### src/rtl/pc_sequencer_if.sv
// Bundle of the control-path signals exchanged between the control FSM
// (master) and the program-counter sequencer (slave).
//
// Handshake semantics: there is no ready signal. j_signal and trap are
// single-cycle valid strobes that the sequencer always accepts on the
// rising edge where they are high; jump is only meaningful while j_signal
// is high. stall is a level, sampled every cycle. All sequencer outputs
// are valid every cycle after reset.
interface pc_sequencer_if #(
  parameter int XLEN    = 32,
  parameter int PHASE_W = 3
);

  // Requests from the control path
  logic               stall;
  logic               j_signal;
  logic [XLEN-1:0]    jump;
  logic               trap;

  // Sequencer state presented back to the control path / instruction memory
  logic [XLEN-1:0]    next_pc;
  logic [XLEN-1:0]    pc_seq;
  logic [PHASE_W-1:0] phase;
  logic               instr_start;
  logic               retire;
  logic               misalign_err;
  logic [XLEN-1:0]    epc;

  // Control FSM side: issues requests, observes PC state
  modport master (
    output stall,
    output j_signal,
    output jump,
    output trap,
    input  next_pc,
    input  pc_seq,
    input  phase,
    input  instr_start,
    input  retire,
    input  misalign_err,
    input  epc
  );

  // Sequencer side: consumes requests, drives PC state
  modport slave (
    input  stall,
    input  j_signal,
    input  jump,
    input  trap,
    output next_pc,
    output pc_seq,
    output phase,
    output instr_start,
    output retire,
    output misalign_err,
    output epc
  );

endinterface

### src/rtl/pc_sequencer.sv
// Program-counter sequencer for the multi-cycle core.
// Holds the fetch address, advances it by STEP once every CPI cycles,
// and services trap and jump/branch redirects (with alignment checking).
// Per-cycle priority: rst > trap > j_signal (aligned) > stall > sequential.
// The interface instance must be built with PHASE_W = max(1, clog2(CPI)).
module pc_sequencer #(
  parameter int              XLEN         = 32,
  parameter int              CPI          = 5,
  parameter int              STEP         = 4,
  parameter logic [XLEN-1:0] RESET_VECTOR = '0,
  parameter logic [XLEN-1:0] TRAP_VECTOR  = XLEN'(32'h0000_0100)
) (
  input  logic           clk,
  input  logic           rst,
  pc_sequencer_if.slave  bus
);

  localparam int PHASE_W = (CPI > 1) ? $clog2(CPI) : 1;

  // Low address bits that must be zero for a legal redirect target.
  localparam logic [XLEN-1:0]    ALIGN_MASK = XLEN'(STEP - 1);
  localparam logic [XLEN-1:0]    STEP_V     = XLEN'(STEP);
  localparam logic [PHASE_W-1:0] LAST_PHASE = PHASE_W'(CPI - 1);

  // What the sequencer does this cycle; decoded once so the register
  // update below reads as a plain case on the chosen action.
  typedef enum logic [2:0] {
    ACT_HOLD    = 3'd0,  // stalled: phase and PC frozen
    ACT_TICK    = 3'd1,  // mid-instruction: phase advances
    ACT_ADVANCE = 3'd2,  // last phase: PC steps, phase wraps, retire
    ACT_JUMP    = 3'd3,  // aligned redirect accepted
    ACT_TRAP    = 3'd4   // trap redirect with EPC capture
  } action_e;

  // Registered state
  logic [XLEN-1:0]    pc_q,       pc_d;
  logic [PHASE_W-1:0] phase_q,    phase_d;
  logic [XLEN-1:0]    epc_q,      epc_d;
  logic               retire_q,   retire_d;
  logic               misalign_q, misalign_d;

  // Decode
  logic               jump_aligned;
  logic               jump_rejected;
  logic               last_phase;
  action_e            action;

  // Redirect target legality: STEP is a power of two, so masking the
  // low bits is equivalent to jump mod STEP.
  always_comb begin
    jump_aligned  = ((bus.jump & ALIGN_MASK) == '0);
    // A trap swallows any concurrent jump, including its error report.
    jump_rejected = bus.j_signal && !jump_aligned && !bus.trap;
    last_phase    = (phase_q == LAST_PHASE);
  end

  // Choose this cycle's action in priority order (reset handled in the flops).
  always_comb begin
    action = ACT_HOLD;
    if (bus.trap) begin
      action = ACT_TRAP;
    end else if (bus.j_signal && jump_aligned) begin
      action = ACT_JUMP;
    end else if (bus.stall) begin
      action = ACT_HOLD;
    end else if (last_phase) begin
      action = ACT_ADVANCE;
    end else begin
      action = ACT_TICK;
    end
  end

  // Next-state computation for PC, phase, EPC and the status pulses.
  always_comb begin
    pc_d       = pc_q;
    phase_d    = phase_q;
    epc_d      = epc_q;
    retire_d   = 1'b0;
    misalign_d = jump_rejected;

    case (action)
      ACT_TRAP: begin
        epc_d   = pc_q;
        pc_d    = TRAP_VECTOR;
        phase_d = '0;
      end
      ACT_JUMP: begin
        pc_d    = bus.jump;
        phase_d = '0;
      end
      ACT_ADVANCE: begin
        // Wraps naturally modulo 2^XLEN.
        pc_d     = pc_q + STEP_V;
        phase_d  = '0;
        retire_d = 1'b1;
      end
      ACT_TICK: begin
        phase_d = phase_q + PHASE_W'(1);
      end
      default: begin
        // ACT_HOLD keeps the defaults.
      end
    endcase
  end

  // State registers with synchronous active-high reset.
  always_ff @(posedge clk) begin
    if (rst) begin
      pc_q       <= RESET_VECTOR;
      phase_q    <= '0;
      epc_q      <= '0;
      retire_q   <= 1'b0;
      misalign_q <= 1'b0;
    end else begin
      pc_q       <= pc_d;
      phase_q    <= phase_d;
      epc_q      <= epc_d;
      retire_q   <= retire_d;
      misalign_q <= misalign_d;
    end
  end

  // Output drive: registered state plus the two combinational decodes.
  always_comb begin
    bus.next_pc      = pc_q;
    bus.pc_seq       = pc_q + STEP_V;
    bus.phase        = phase_q;
    bus.instr_start  = (phase_q == '0);
    bus.retire       = retire_q;
    bus.misalign_err = misalign_q;
    bus.epc          = epc_q;
  end

endmodule

### src/flat_wrapper.sv
// flat-port wrapper written by rule: the top's interface ports become plain ports
module pc_sequencer_flat 
#(
  parameter int              XLEN         = 32,
  parameter int              CPI          = 5,
  parameter int              STEP         = 4,
  parameter logic [XLEN-1:0] RESET_VECTOR = '0,
  parameter logic [XLEN-1:0] TRAP_VECTOR  = XLEN'(32'h0000_0100)
)
  (clk, rst, bus_stall, bus_j_signal, bus_jump, bus_trap, bus_next_pc, bus_pc_seq, bus_phase, bus_instr_start, bus_retire, bus_misalign_err, bus_epc);
  pc_sequencer_if #(.XLEN(XLEN), .PHASE_W(3)) bus_i ();
  input  logic clk;
  input  logic rst;
  input wire logic [$bits(bus_i.stall)-1:0] bus_stall;
  input wire logic [$bits(bus_i.j_signal)-1:0] bus_j_signal;
  input wire logic [$bits(bus_i.jump)-1:0] bus_jump;
  input wire logic [$bits(bus_i.trap)-1:0] bus_trap;
  output wire logic [$bits(bus_i.next_pc)-1:0] bus_next_pc;
  output wire logic [$bits(bus_i.pc_seq)-1:0] bus_pc_seq;
  output wire logic [$bits(bus_i.phase)-1:0] bus_phase;
  output wire logic [$bits(bus_i.instr_start)-1:0] bus_instr_start;
  output wire logic [$bits(bus_i.retire)-1:0] bus_retire;
  output wire logic [$bits(bus_i.misalign_err)-1:0] bus_misalign_err;
  output wire logic [$bits(bus_i.epc)-1:0] bus_epc;
  assign bus_i.stall = bus_stall;
  assign bus_i.j_signal = bus_j_signal;
  assign bus_i.jump = bus_jump;
  assign bus_i.trap = bus_trap;
  assign bus_next_pc = bus_i.next_pc;
  assign bus_pc_seq = bus_i.pc_seq;
  assign bus_phase = bus_i.phase;
  assign bus_instr_start = bus_i.instr_start;
  assign bus_retire = bus_i.retire;
  assign bus_misalign_err = bus_i.misalign_err;
  assign bus_epc = bus_i.epc;
  pc_sequencer #(.XLEN(XLEN), .CPI(CPI), .STEP(STEP), .RESET_VECTOR(RESET_VECTOR), .TRAP_VECTOR(TRAP_VECTOR)) u_core (.clk(clk), .rst(rst), .bus(bus_i));
endmodule
### config.mk
export PLATFORM = sky130hd
export DESIGN_NAME = pc_sequencer_flat
export DESIGN_NICKNAME = d
export VERILOG_FILES = /design/src/rtl/pc_sequencer_if.sv /design/src/rtl/pc_sequencer.sv /design/src/flat_wrapper.sv
export SDC_FILE = /design/constraint.sdc
export NUM_CORES = 1
export LEC_CHECK = 0
export CAP_MARGIN = 20
export CORE_MARGIN = 3
export CORE_UTILIZATION = 48
export DETAILED_ROUTE_END_ITERATION = 12
export GPL_TIMING_DRIVEN = 1
export PLACE_DENSITY = 0.93
export SLEW_MARGIN = 20
export SYNTH_ARGS = -nofsm -noshare
export SYNTH_HDL_FRONTEND = slang
export SYNTH_SLANG_ARGS = --single-unit
### constraint.sdc
create_clock -name clk -period 3.02 [get_ports clk]
set_clock_uncertainty 0.05 [all_clocks]
set_input_delay 0.453 -clock clk [delete_from_list [all_inputs] [get_ports clk]]
set_output_delay 0.453 -clock clk [all_outputs]
set_load 0.01 [all_outputs]
==> results of run 1 <==
[per-stage QoR]
stage               worst slack (ps)  instance area (um2)  utilization, %
finish                           124                 5430            74.1
global route                    4.20                 5430            74.1
CTS                             11.6                 5370            73.2
detailed placement               154                 5140            70.1
global placement                 248                 5140            70.1
floorplan                        692                 3670               -
[area by class of cell]
| type | instances | area (um2) | area share, % |
|---|---|---|---|
| clock buffers | 12 | 145 | 2.67 |
| clock inverters | 2 | 35.0 | 0.645 |
| inverters | 6 | 22.5 | 0.415 |
| multi-input cells | 306 | 2070 | 38.1 |
| flip-flops and latches | 69 | 1400 | 25.7 |
| well taps | 99 | 124 | 2.28 |
| repair buffers | 172 | 1640 | 30.1 |
[state kept, by name (all words and copies together) (netlist names)]
signal / count
u_core.bus.misalign_err: 1
u_core.bus.phase: 3
u_core.bus.next_pc: 32
u_core.bus.epc: 32
u_core.bus.retire: 1
[cell families after synthesis]
kind of cell | count (synthesis) | synth area share (%)
and+or+nand+nor | 161 | 23.6
DFF | 69 | 37.6
AOI/OAI and AO/OA | 64 | 10.7
buffers and inverters | 46 | 7.26
xor gates and xnor gates | 44 | 10.5
muxes | 34 | 9.27
adders and majority gates | 3 | 1.02
[Yosys cell counts (3+ instances only)]
cell	number
dfxtp_1	69
nor2_1	57
mux2i_1	34
nand2_1	24
clkbuf_1	23
nand3_1	22
o21ai_0	22
xnor2_1	22
xor2_1	22
a21oi_1	16
nand4_1	14
buf_6	8
nor3_1	7
buf_4	6
inv_1	6
or3_1	6
nor4_1	5
a211oi_1	4
a22oi_1	4
a31oi_1	4
and3_1	4
nand3_2	4
a311oi_1	3
ha_1	3
[power by group through the flow]
stage	sequential (W)	combinational, W	clock [W]
4_1_cts	0.000944	0.000240	0.000735
3_5_place_dp	0.000964	0.000239	0
2_1_floorplan	0.000967	0.000106	0
6_report	0.000944	0.000240	0.000728
3_3_place_gp	0.000963	0.000234	0
5_1_grt	0.000946	0.000257	0.000782
[timing repair]
item                                    in CTS  in global routing
endpoints found under the setup margin      13                 14
hold endpoints to repair                     0                  0
setup buffers                                3                  3
gates resized for setup                      6                 15
pin swaps                                    2                  4
[critical path, cell delays in order, from the launching register on]
cell	delay (ps)
dfxtp_1	480
nand4_2	280
nor4_4	410
nand3_2	160
xnor2_1	170
clkdlybuf4s50_1	550
[metal layers]
layer	track usage [%]	vias to the layer above	part of all wire (%)
met2	44.6	157	49
met3	5.87	18	7.6
met1	34.7	1785	42
li1	-	1750	-
met5	0	-	0
met4	10.4	0	1.6
[worst paths after layout]
| path | from | endpoint | cells after the start | slack [ps] |
|---|---|---|---|---|
| min reg2reg | u_core.bus.epc[31]$_SDFFE_PP0N_ | u_core.bus.epc[31]$_SDFFE_PP0N_ | 2 | 440 |
| max reg2reg | u_core.bus.next_pc[3]$_SDFFE_PP0N_ | u_core.bus.next_pc[26]$_SDFFE_PP0N_ | 7 | 870 |
| min | u_core.bus.epc[31]$_SDFFE_PP0N_ | u_core.bus.epc[31]$_SDFFE_PP0N_ | 2 | 440 |
| max | u_core.bus.next_pc[5]$_SDFFE_PP0N_ | bus_pc_seq[19] | 5 | 120 |
==> results.json, run 1 <==
{
  "status": "completed",
  "clkPwrFrac_pct": 38.1,
  "overflow": 0,
  "first_global_vias": 3666,
  "drt-total-wl_um": 11800,
  "ant_nets": 0,
  "layout_commonest_cell": "clkdlybuf4s50_1",
  "cap_violations": 0,
  "async_reset_ff_share_pct": 0,
  "syn-cell-area_um2": 3670,
  "dr_total_vias": 3710,
  "yosysWarnings": 0,
  "final_cell_mix": "clkdlybuf4s50_1, dfxtp_1, nor2_1, mux2i_1, buf_4",
  "pwr_density_cell_nw_per_um2": 352,
  "switching_share_pct": 24.2,
  "p_switching_w": 0.000464,
  "synth-edff-count": 0,
  "worst_pin_slew_ps": 671,
  "grt_max_degree": 35,
  "die_w_um": 93.4,
  "critPathMaxFanout": 7,
  "clk_latency_ps": 350,
  "hold_class": "reg2reg",
  "slew_violations": 0,
  "postCtsHoldBufs": 0,
  "arrival_ps": 2390,
  "avgRoutedWirePerCell_um": 17.7,
  "antenna_found_initial": 0,
  "ys_types": 51,
  "fp.dieH_um": 93.4,
  "drc_errors": 0,
  "viasPerCell": 5.57,
  "setup_tns_ps": 0,
  "nets": 604,
  "cts.clk_slew.worst_paths_ps": 70,
  "track_usage_pct": 27.2,
  "dp.cells": 646,
  "coreArea_um2": 7330,
  "timing_worst_setup_path_type": "reg2out",
  "die_area_um2": 8730,
  "required_ps": 2520,
  "rsz0062_at_grt": "false",
  "cts_buffer_depth": 2,
  "seq_area_frac_synth_pct": 37.6,
  "slew_headroom_pct": 55.2,
  "p_int_w": 0.00145,
  "cts_made_buffers": 9,
  "ir_worst_vdd_mv": 0.257,
  "rows": 31,
  "finalNonFillerCells": 666,
  "crit_path_start_kind": "flip-flop",
  "place.gp.congestion": 0.855,
  "power_w": 0.00191,
  "avgSynthCellArea_um2": 8.72,
  "io_buffers": 138,
  "end_kind": "output pin",
  "cts_max_level": 3,
  "setup_violations": 0,
  "drtIter0Drc": 218,
  "ctsRootBufferMaster": "clkbuf_8",
  "ys_ff_latch": 69,
  "fin_crit_ps": 2900,
  "synth_ff_type": "dfxtp_1",
  "whs_ps": 443,
  "cts_tree": "yes",
  "num-fill-cells": 533,
  "final_layout_size_suffix_gt1_share_pct": 13.2,
  "combinationalPowerShare_pct": 12.6,
  "min_period_over_period_pct": 95.9,
  "cts_sinks": 69,
  "synth_top_cell_area_share_pct": 37.6,
  "synthCells": 421,
  "seq_power_share_pct": 49.4,
  "synth_area_leaders": "dfxtp_1, mux2i_1, nor2_1, xnor2_1, xor2_1",
  "power_leakage_nw": 2.11,
  "grt_pass1_wl_um": 18600,
  "yosysTopAreaCell": "dfxtp_1",
  "ioPinCount": 139,
  "initial_core_util_pct": 50.1,
  "hold_viol_final": 0,
  "syn2layout_area_growth_pct": 48.0,
  "synth_nets": 461,
  "drt_first_pass_iters": 4,
  "diodes": 0,
  "max_freq_mhz": 345,
  "dp_hpwl_um": 8680
}
No activity file was read; power rests on OpenSTA's default activity.
==> run 2, diff against run 1 <==
--- a/config.mk
+++ b/config.mk
@@ -11,7 +11,6 @@
 export DETAILED_ROUTE_END_ITERATION = 12
 export GPL_TIMING_DRIVEN = 1
 export PLACE_DENSITY = 0.93
-export SLEW_MARGIN = 20
 export SYNTH_ARGS = -nofsm -noshare
 export SYNTH_HDL_FRONTEND = slang
 export SYNTH_SLANG_ARGS = --single-unit
==> results of run 2 <==
Same layout as run 1: the final DEF is identical, and so are final timing and power.
